`config.mk`:
```
export PLATFORM = sky130hd
export DESIGN_NAME = mem_stage_ctrl
export DESIGN_NICKNAME = d
export VERILOG_FILES = /design/src/rtl/mem_stage_ctrl.sv
export SDC_FILE = /design/constraint.sdc
export NUM_CORES = 1
export LEC_CHECK = 0
export BUFFER_PORTS_ARGS = -buffer_cell sky130_fd_sc_hd__buf_4
export CORE_UTILIZATION = 43
export CTS_CLUSTER_DIAMETER = 50
export DETAILED_ROUTE_END_ITERATION = 8
export PLACE_DENSITY_LB_ADDON = 0.1
export SETUP_SLACK_MARGIN = 0.2
export SYNTH_ARGS = -nofsm -noshare
export SYNTH_HDL_FRONTEND = slang
export SYNTH_SLANG_ARGS = --single-unit
```
`constraint.sdc`:
```
create_clock -name clk_i -period 5.62 [get_ports clk_i]
set_clock_uncertainty 0.15 [all_clocks]
set_input_delay 0.562 -clock clk_i [delete_from_list [all_inputs] [get_ports clk_i]]
set_output_delay 0.562 -clock clk_i [all_outputs]
set_load 0.1 [all_outputs]
```
`src/rtl/mem_stage_ctrl.sv`:
```
// MEM1 stage controller: sequences one data-memory access per instruction into MEM2.
// Optional build macro MEM_STAGE_CTRL_PERF_EN adds the perf_stall_cycles_o stall counter.
module mem_stage_ctrl #(
  parameter int unsigned TIMEOUT_CYCLES = 255
) (
  input  logic        clk_i,
  input  logic        rst,
  input  logic        mem1_valid_i,
  input  logic        mem1_is_mem_i,
  input  logic        mem1_is_store_i,
  input  logic        flush_i,
  input  logic        mem2_ready_i,
  input  logic        dmem_req_ready_i,
  input  logic        dmem_rsp_valid_i,
  output logic        dmem_req_valid_o,
  output logic        pipe_we_o,
  output logic        pipe_bubble_o,
  output logic        stall_o,
  output logic        fault_o,
`ifdef MEM_STAGE_CTRL_PERF_EN
  output logic [31:0] perf_stall_cycles_o,
`endif
  output logic        busy_o
);

  typedef enum logic [2:0] {
    ST_IDLE  = 3'd0,
    ST_REQ   = 3'd1,
    ST_WAIT  = 3'd2,
    ST_DONE  = 3'd3,
    ST_DRAIN = 3'd4
  } state_e;

  localparam logic [15:0] TIMEOUT_LIMIT = 16'(TIMEOUT_CYCLES);

  state_e      state_reg;
  state_e      state_next;
  logic [15:0] wait_cnt_reg;
  logic [15:0] wait_cnt_next;
  logic [15:0] wait_cnt_inc;
  logic        fault_reg;
  logic        fault_next;
  logic        issue_mem;

  assign issue_mem    = mem1_valid_i && !flush_i && mem1_is_mem_i;
  assign wait_cnt_inc = wait_cnt_reg + 16'd1;

  always_ff @(posedge clk_i) begin
    if (rst) begin
      state_reg    <= ST_IDLE;
      wait_cnt_reg <= '0;
      fault_reg    <= 1'b0;
    end else begin
      state_reg    <= state_next;
      wait_cnt_reg <= wait_cnt_next;
      fault_reg    <= fault_next;
    end
  end

  always_comb begin
    state_next    = state_reg;
    wait_cnt_next = wait_cnt_reg;
    fault_next    = 1'b0;
    case (state_reg)
      ST_IDLE: begin
        if (issue_mem) begin
          wait_cnt_next = '0;
          if (dmem_req_ready_i) begin
            state_next = mem1_is_store_i ? ST_DONE : ST_WAIT;
          end else begin
            state_next = ST_REQ;
          end
        end
      end
      ST_REQ: begin
        if (dmem_req_ready_i) begin
          wait_cnt_next = '0;
          // A load accepted in the flush cycle still returns data that must be swallowed.
          if (flush_i) begin
            state_next = mem1_is_store_i ? ST_IDLE : ST_DRAIN;
          end else begin
            state_next = mem1_is_store_i ? ST_DONE : ST_WAIT;
          end
        end else if (flush_i) begin
          state_next = ST_IDLE;
        end
      end
      ST_WAIT: begin
        wait_cnt_next = wait_cnt_inc;
        if (flush_i && dmem_rsp_valid_i) begin
          state_next = ST_IDLE;
        end else if (flush_i) begin
          state_next = ST_DRAIN;
        end else if (dmem_rsp_valid_i) begin
          state_next = ST_DONE;
        end else if (wait_cnt_inc == TIMEOUT_LIMIT) begin
          state_next = ST_DRAIN;
          fault_next = 1'b1;
        end
      end
      ST_DONE: begin
        if (flush_i || mem2_ready_i) begin
          state_next = ST_IDLE;
        end
      end
      ST_DRAIN: begin
        if (dmem_rsp_valid_i) begin
          state_next = ST_IDLE;
        end
      end
      default: begin
        state_next = ST_IDLE;
      end
    endcase
  end

  always_comb begin
    dmem_req_valid_o = 1'b0;
    stall_o          = 1'b0;
    pipe_bubble_o    = 1'b1;
    if (!rst) begin
      case (state_reg)
        ST_IDLE: begin
          if (mem1_valid_i && !flush_i) begin
            if (mem1_is_mem_i) begin
              dmem_req_valid_o = 1'b1;
              stall_o          = 1'b1;
            end else if (mem2_ready_i) begin
              pipe_bubble_o = 1'b0;
            end else begin
              stall_o = 1'b1;
            end
          end
        end
        ST_REQ: begin
          dmem_req_valid_o = 1'b1;
          stall_o          = 1'b1;
        end
        ST_WAIT: begin
          stall_o = 1'b1;
        end
        ST_DONE: begin
          if (!flush_i) begin
            if (mem2_ready_i) begin
              pipe_bubble_o = 1'b0;
            end else begin
              stall_o = 1'b1;
            end
          end
        end
        default: begin
          stall_o = 1'b0;
        end
      endcase
    end
  end

  assign pipe_we_o = mem2_ready_i;
  assign fault_o   = fault_reg && !rst;
  assign busy_o    = (state_reg != ST_IDLE);

`ifdef MEM_STAGE_CTRL_PERF_EN
  logic [31:0] perf_cnt_reg;

  always_ff @(posedge clk_i) begin
    if (rst) begin
      perf_cnt_reg <= '0;
    end else if (stall_o) begin
      perf_cnt_reg <= perf_cnt_reg + 32'd1;
    end
  end

  assign perf_stall_cycles_o = perf_cnt_reg;
`endif

endmodule

```
==> impl_metrics.ini <==
[run_status]
status = complete, no violations

[synthesis]
ys.flop_type = dfxtp_1
synthDistinctLibCells = 51
postSynthCellCount = 194
ys_seq_area_share_pct = 27.9
synth_largest_area_cell = dfxtp_1
synth_commonest_cells = nor2_1, dfxtp_1, a21oi_1, nand2_1, o21ai_0
async_reset_ff_share_pct = 0
synth_enable_flop_cells = 0
synth_nets = 205
synth.most_common_cell = nor2_1
syn_area_per_cell_um2 = 7.39
synth-seq-cells = 20
ys_top_cells_by_area = dfxtp_1, a21oi_1, nor2_1
yosys_warnings = 0
netlist_area_um2 = 1430
synth.top_cell.area_share_pct = 27.9

[critical_path]
r2r_start = wait_cnt_reg[0]
cp_slowest_cell = or3_1
r2r.worst_path.cells = 7
startpoint = flush_i
required_ps = 4910
arrival_ps = 1760
timing.rr.end = state_reg[1]
crit_fanout = 10
cp-start-kind = input port
path_cells = buf_4 -> and3b_1 -> or3_1 -> a21oi_1 -> nor3_1 -> buf_4
cp_common_cell = buf_4
ff2ff_setup_slack_ps = 3270
crit_path_end_kind = output pin
cpLargestDelayFamily = simple AND/OR/NAND/NOR gates
path_class = in2out
slowest_delay_ps = 380
critPathBufInv = 2

[sta]
setup_viol = 0
relSlewSlack_pct = 45.6
fin_crit_ps = 2470
maxSlewViolCount = 0
fin_crit_sh_pct = 44.0
hold_violations = 0
fmaxAchievable_ghz = 0.405
fin_setup_tns_ps = 0
rsz0062_at_grt = false
whs_ps = 381
tightest_slew_ps = 813

[floorplanning]
dieHeight_um = 59.7
die_w_um = 59.7
fp.coreArea_um2 = 3100
boundaryPins = 15
start_util_pct = 46.2
rows = 20
die_area_um2 = 3570

[layout]
fill_cells = 327
area_growth_pct = 10.1
largest_register_ffs = 16
drive_above_1_share_pct = 16.2
n_antenna_cell = 0
nNetsFinal = 210
multi_input_area_um2 = 955
seq_area_um2 = 400

[global_route]
grt_pass1_wl_um = 5910
grt_max_degree = 25
track_usage_pct = 21.7
grt_pass1_vias = 1299
antenna_found_initial = 0
overflow = 0

[pwr]
pwr_density_cell_nw_per_um2 = 210
p_leak_uw = 0.000552
ir_drop_uv = 99.6

[cts]
cts_setup_buffers = 0
hold_buffers = 0
root_buffer = clkbuf_4
cts_tree = yes
htree_levels = 1
clockBufferDepth = 2
cts-buffers-inserted = 3
cts.repair.resized = 0
clk_pin_slew_ps = 120
clkSinkCount = 20
clkLatencyLatePin_ps = 310

[worst_hold_path]
holdCritPathClass = in2reg
hp-start = dmem_rsp_valid_i
min_path_cells = 4
whs_endpoint = state_reg[2]

[drt]
wl_um = 3400
vias = 1448
drt-wirelength-per-cell_um = 14.0
vias_per_cell = 5.98
remaining_drc_errors = 0
first_iter_violations = 91
ant_nets = 0
dr.pass1.iters = 4

[place]
portBuffers = 14
gp_congestion = 0.823
place_hpwl_um = 2440

[job]
max_cap_viol_count = 0
==> where the power goes <==
part           leakage (uW)  switching (uW)  total (uW)  internal [uW]
Sequential         0.000161            4.25         148            143
Clock             0.0000279            50.0         122           72.1
Combinational      0.000363            45.0        62.4           17.4
==> layout by cell type (no fill, tap or decap), types with 2 or more instances in the layout <==
| cell type | instances |
|---|---|
| nand2_1 | 17 |
| and2_1 | 2 |
| or2_2 | 3 |
| nor3_1 | 7 |
| a41oi_1 | 2 |
| inv_1 | 3 |
| nor4_1 | 6 |
| nor2_1 | 23 |
| a21oi_1 | 18 |
| a311oi_1 | 4 |
| clkbuf_4 | 3 |
| ha_1 | 2 |
| dfxtp_1 | 20 |
| buf_4 | 14 |
| nand3_1 | 9 |
| o211ai_1 | 2 |
| xnor2_1 | 5 |
| or3_1 | 5 |
| nand2b_1 | 4 |
| nand4_2 | 2 |
| nor2b_1 | 2 |
| xor2_1 | 2 |
| a22oi_1 | 2 |
| nand4_1 | 4 |
| o21ai_0 | 12 |
==> worst reg2reg max path, delay by kind of cell (launching register included) <==
family,cells,cell delay [ps]
and+or+nand+nor,4,1030
DFF,1,470
AOI/OAI and AO/OA,2,330
adders and majority gates,1,270
==> cell type report <==
| type | count | share of cell area, % |
|---|---|---|
| timing repair buffer | 14 | 6.66 |
| clock inverter | 1 | 1.90 |
| tap | 44 | 3.49 |
| multi-input combinational | 157 | 60.5 |
| sequential | 20 | 25.4 |
| clock buffer | 3 | 1.43 |
| inverter | 3 | 0.713 |
==> worst max path at each step <==
stage                                  end  slack, ps  cells after the start
after floorplan           dmem_req_valid_o       1120                      4
after global placement             stall_o       3200                      6
after detailed placement           stall_o       3150                      6
after CTS                          stall_o       3150                      6
after global routing               stall_o       3010                      4
final                              stall_o       3150                      6
==> routing by layer <==
metal / up-vias / global-route usage, % / part of all wire, %
met5: - / 0 / 0
met4: 0 / 11.0 / 2.4
met3: 11 / 2.38 / 5.1
met2: 40 / 35.2 / 47
met1: 677 / 28.2 / 45
li1: 720 / - / -
==> per-stage QoR <==
stage | util (%) | setup WS (ps) | area, um2 | power, uW | instances
floorplan | - | 1120 | 1430 | 197 | 194
global placement | 49.2 | 3200 | 1530 | 212 | 238
detailed placement | 49.2 | 3150 | 1530 | 213 | 238
CTS | 50.9 | 3150 | 1580 | 334 | 242
global route | 50.9 | 3010 | 1580 | 348 | 242
finish | 50.9 | 3150 | 1580 | 332 | 242
==> cell families (layout without fill, tap and decap cells) <==
kind of cell / Yosys count / in the layout / synth area share [%]
xor+xnor: 7 / 7 / 4.28
simple gates: 99 / 99 / 39.0
fa+ha+maj: 2 / 2 / 1.74
flops: 20 / 20 / 27.9
compound gates: 49 / 49 / 21.6
buf+inv: 17 / 21 / 5.50
Power figures use the tool's default switching activity.
